<file path="src/rtl/jk_bank_driver_pkg.sv">
// jk_bank_driver_pkg: shared FSM states, JK excitation encodings and counter sizing.
package jk_bank_driver_pkg;
  typedef enum logic [1:0] {IDLE, DRIVE, SETTLE, CHECK} state_e;
  localparam logic [1:0] JK_HOLD  = 2'b00;
  localparam logic [1:0] JK_SET   = 2'b10;
  localparam logic [1:0] JK_RESET = 2'b01;
  function automatic int cnt_w(input int n);
    return (n < 1) ? 1 : $clog2(n + 1);
  endfunction
endpackage

</file>
<file path="src/rtl/jk_bank_driver_excitation.sv">
// jk_excitation: per-bit JK excitation for a Q->T transition, don't-cares resolved to 0.
module jk_excitation
  import jk_bank_driver_pkg::*;
#(
  parameter int WIDTH = 4
) (
  input  logic [WIDTH-1:0] q,
  input  logic [WIDTH-1:0] t,
  output logic [WIDTH-1:0] j,
  output logic [WIDTH-1:0] k
);
  for (genvar i = 0; i < WIDTH; i++) begin : g_bit
    assign {j[i], k[i]} = (~q[i] & t[i]) ? JK_SET : (q[i] & ~t[i]) ? JK_RESET : JK_HOLD;
  end
endmodule

</file>
<file path="src/rtl/jk_bank_driver.sv">
// jk_bank_driver: drives a JK flip-flop bank to a target state, verifies Q and retries on mismatch.
module jk_bank_driver
  import jk_bank_driver_pkg::*;
#(
  parameter int WIDTH         = 4,
  parameter int SETTLE_CYCLES = 1,
  parameter int MAX_RETRY     = 2
) (
  input  logic                          i_CLOCK_POS,
  input  logic                          i_RESET_NEG,
  input  logic [WIDTH-1:0]              i_TARGET,
  input  logic                          i_TARGET_VALID,
  output logic                          o_TARGET_READY,
  input  logic [WIDTH-1:0]              i_Q_FEEDBACK,
  output logic [WIDTH-1:0]              o_SIGNAL_J,
  output logic [WIDTH-1:0]              o_SIGNAL_K,
  output logic                          o_DONE,
  output logic                          o_ERROR,
  output logic [cnt_w(MAX_RETRY)-1:0]   o_RETRY_COUNT
);
  localparam int RW = cnt_w(MAX_RETRY);
  localparam int SW = cnt_w(SETTLE_CYCLES);
  localparam logic [RW-1:0] RETRY_LAST  = RW'(MAX_RETRY);
  localparam logic [SW-1:0] SETTLE_LAST = SW'(SETTLE_CYCLES - 1);
  state_e state_q, state_d;
  logic [WIDTH-1:0] target_q, target_d, j_q, j_d, k_q, k_d, exc_j, exc_k;
  logic done_q, done_d, error_q, error_d;
  logic [RW-1:0] retry_q, retry_d;
  logic [SW-1:0] settle_q, settle_d;
  jk_excitation #(.WIDTH(WIDTH)) u_exc (
    .q(i_Q_FEEDBACK),
    .t((state_q == IDLE) ? i_TARGET : target_q),
    .j(exc_j),
    .k(exc_k)
  );
  always_comb begin
    state_d  = state_q;
    target_d = target_q;
    j_d      = '0;
    k_d      = '0;
    done_d   = 1'b0;
    error_d  = 1'b0;
    retry_d  = retry_q;
    settle_d = settle_q;
    case (state_q)
      IDLE: if (i_TARGET_VALID) begin
        state_d  = DRIVE;
        target_d = i_TARGET;
        retry_d  = '0;
        j_d      = exc_j;
        k_d      = exc_k;
      end
      DRIVE: begin
        state_d  = SETTLE;
        settle_d = '0;
      end
      SETTLE: begin
        state_d  = (settle_q == SETTLE_LAST) ? CHECK : SETTLE;
        settle_d = settle_q + 1'b1;
      end
      CHECK: if (i_Q_FEEDBACK == target_q) begin
        state_d = IDLE;
        done_d  = 1'b1;
      end else if (retry_q != RETRY_LAST) begin
        state_d = DRIVE;
        retry_d = retry_q + 1'b1;
        j_d     = exc_j;
        k_d     = exc_k;
      end else begin
        state_d = IDLE;
        error_d = 1'b1;
      end
      default: state_d = IDLE;
    endcase
  end
  always_ff @(posedge i_CLOCK_POS or negedge i_RESET_NEG)
    if (!i_RESET_NEG) begin
      state_q  <= IDLE;
      target_q <= '0;
      j_q      <= '0;
      k_q      <= '0;
      done_q   <= 1'b0;
      error_q  <= 1'b0;
      retry_q  <= '0;
      settle_q <= '0;
    end else begin
      state_q  <= state_d;
      target_q <= target_d;
      j_q      <= j_d;
      k_q      <= k_d;
      done_q   <= done_d;
      error_q  <= error_d;
      retry_q  <= retry_d;
      settle_q <= settle_d;
    end
  assign o_TARGET_READY = state_q == IDLE;
  assign o_SIGNAL_J     = j_q;
  assign o_SIGNAL_K     = k_q;
  assign o_DONE         = done_q;
  assign o_ERROR        = error_q;
  assign o_RETRY_COUNT  = retry_q;
endmodule

</file>
<file path="config.mk">
export PLATFORM = sky130hd
export DESIGN_NAME = jk_bank_driver
export DESIGN_NICKNAME = d
export VERILOG_FILES = /design/src/rtl/jk_bank_driver_pkg.sv /design/src/rtl/jk_bank_driver_excitation.sv /design/src/rtl/jk_bank_driver.sv
export SDC_FILE = /design/constraint.sdc
export NUM_CORES = 1
export LEC_CHECK = 0
export ABC_AREA = 1
export ABC_CLOCK_PERIOD_IN_PS = 2100
export CAP_MARGIN = 15
export CORE_UTILIZATION = 50
export CTS_BUF_LIST = sky130_fd_sc_hd__clkbuf_2 sky130_fd_sc_hd__clkbuf_4 sky130_fd_sc_hd__clkbuf_8
export DETAILED_ROUTE_END_ITERATION = 8
export PLACE_DENSITY = 0.81
export SLEW_MARGIN = 20
export SYNTH_ARGS = -nofsm -noshare
export SYNTH_HDL_FRONTEND = slang
export SYNTH_SLANG_ARGS = --single-unit
</file>
<file path="constraint.sdc">
create_clock -name i_CLOCK_POS -period 2.1 [get_ports i_CLOCK_POS]
set_input_delay 0.315 -clock i_CLOCK_POS [delete_from_list [all_inputs] [get_ports i_CLOCK_POS]]
set_output_delay 0.315 -clock i_CLOCK_POS [all_outputs]
set_load 0.03 [all_outputs]
</file>
==> qor.yml <==
die_w_um: 46.4
required_ps: 1780
p_leak_nw: 0.632
yosys_warnings: 0
layout_common_cells: "nand2_1 (28), clkdlybuf4s50_1 (23), dfrtp_1 (19), inv_1 (17), a21oi_1 (9)"
setup_viol: 0
fp.dieH_um: 46.4
synth-seq-area-share: 0.483
yosysUniqueCellTypes: 20
critPathMaxStageDelay_ps: 670
path_class: "reg2out"
peakVddDrop_mv: 1.37
ant_nets: 0
fin_crit_sh: 0.950
max_freq_mhz: 501
place_congestion: 0.760
grt_use_total: 0.212
die_area_um2: 2150
period_needed_ps: 2000
critPathBufInv: 2
post_cts_buffers: 0
drc: 0
hp-class: "in2async"
first_pass_iters: 4
critPathTopFamily: "buffers and inverters"
crit_chain: "inv_1 > ha_1 > clkdlybuf4s50_1"
outcome: "finished, final reports clean"
nNetsFinal: 160
wl_per_cell_um: 10.8
row_count: 15
antenna_found_initial: 0
async_reset_ff_frac: 1.00
first_iter_violations: 8
clock_sinks: 19
grt_start_max_net_pins: 20
synth_edf_count: 0
cts_tree: "done"
grt_overflow: 0
syn_avg_cell_area_um2: 8.48
cts_made_buffers: 3
pre_cts_ws_ps: 445
relSlewSlack: 0.793
num-fill-cells: 142
core_um2: 1780
vias: 818
final-instance-count-excl-fill: 168
io_pins: 24
htree_levels: 1
p_per_area_nw_per_um2: 1340
hpwl_um: 1340
port_buffers: 23
start_util: 0.552
grt_pass1_wl_um: 3190
synthFlopType: "dfrtp_1"
fin_tns_setup_ps: 0
timing.final.ws_setup_ps: 104
wl_um: 1820
cts_root_buffer: "clkbuf_4"
hold_buffers: 0
syn_nets: 132
syn_area_um2: 983
clockBufferDepth: 2
netlist_instances: 116
worst_pin_slew_ps: 310
cts.clk_slew.worst_paths_ps: 110
via_per_inst: 4.87
drive_gt1_frac: 0.112
rsz0062_at_grt: "false"
cp.arrival_ps: 1680
report.final.hold_viol_count: 0
drv_cap: 0
num_antenna_cells: 0
clk-insertion-delay-late_ps: 290
grt_pass1_vias: 764
cp_slowest_cell: "clkdlybuf4s50_1"
drv_slew: 0
dpl.cell_count: 164
endpoint_kind: "output pin"
area_delta_synth_final_pct: 29.5
layout_commonest_cell: "nand2_1"
cts_resized: 0
path_max_fanout: 3
fin_skew_ps: 4.71
ys_seq_elements: 19
start_kind: "flip-flop"
[stage by stage]
step | hold WS, ps | utilization | instance area [um2] | power, mW
6_report | 342 | 0.714 | 1270 | 1.71
5_1_grt | 360 | 0.714 | 1270 | 1.85
4_1_cts | 353 | 0.714 | 1270 | 1.71
3_5_place_dp | 480 | 0.698 | 1240 | 1.51
3_3_place_gp | 464 | 0.698 | 1240 | 1.49
2_1_floorplan | 19.4 | - | 983 | 1.25
[cells in the mapped netlist (2+ instances only)]
cell	count	area, um2
nand3_1	5	25.0
nand2_2	3	18.8
nor2_1	7	26.3
a21oi_1	9	45.0
nand3b_1	4	30.0
dfrtp_1	19	475
a21oi_2	3	26.3
o21ai_0	6	30.0
ha_1	5	62.6
nand2_1	28	105
nor2_2	2	12.5
inv_1	17	63.8
[routing by layer]
layer | vias to the layer above | track usage | share of wire | wire length, um
li1 | 422 | - | - | -
met1 | 369 | 0.248 | 0.44 | 794
met2 | 21 | 0.364 | 0.50 | 906
met3 | 6 | 0.0431 | 0.041 | 74
met4 | 0 | 0.100 | 0.024 | 43
met5 | - | 0 | 0 | 0
[where the power goes]
part           internal (mW)  total [mW]  switching [mW]  leakage, nW
Combinational          0.364       0.967           0.603        0.366
Clock                 0.0867       0.197           0.110       0.0184
Sequential             0.480       0.545          0.0643        0.248
Total                  0.931        1.71           0.778        0.632
[registers in the layout, summed over array words and instances (netlist names)]
name           count
o_RETRY_COUNT      2
settle_q           1
o_SIGNAL_J         4
o_SIGNAL_K         4
o_DONE             1
state_q            2
o_ERROR            1
target_q           4
[path summary, 6_finish.rpt]
kind / from / endpoint / slack [ps] / cells past startpoint
setup / recovery: state_q[0] / o_TARGET_READY / 100 / 3
hold / removal: i_RESET_NEG / o_DONE / 340 / 2
setup reg to reg: state_q[0] / o_RETRY_COUNT[1] / 530 / 8
hold reg to reg: settle_q / settle_q / 500 / 2
max in group asynchronous: i_RESET_NEG / target_q[1] / 1560 / 2
min in group i_CLOCK_POS: settle_q / settle_q / 500 / 2
[cells by family (layout without fill, tap and decap cells)]
| logic type | Yosys count | after routing | synth area share |
|---|---|---|---|
| and+or+nand+nor | 53 | 53 | 0.257 |
| adders and majority gates | 5 | 5 | 0.0636 |
| buffers and inverters | 20 | 47 | 0.0852 |
| DFF | 19 | 19 | 0.483 |
| AOI/OAI and AO/OA | 19 | 19 | 0.111 |
[layout make-up]
class	count	area, um2	share of cell area
flip-flops and latches	19	475	0.373
well taps	25	31.3	0.0246
inverters	18	67.6	0.0530
repair buffers	25	245	0.193
multi-input cells	77	424	0.333
clock buffers	4	30.0	0.0236
No activity file was read; power rests on OpenSTA's default activity.
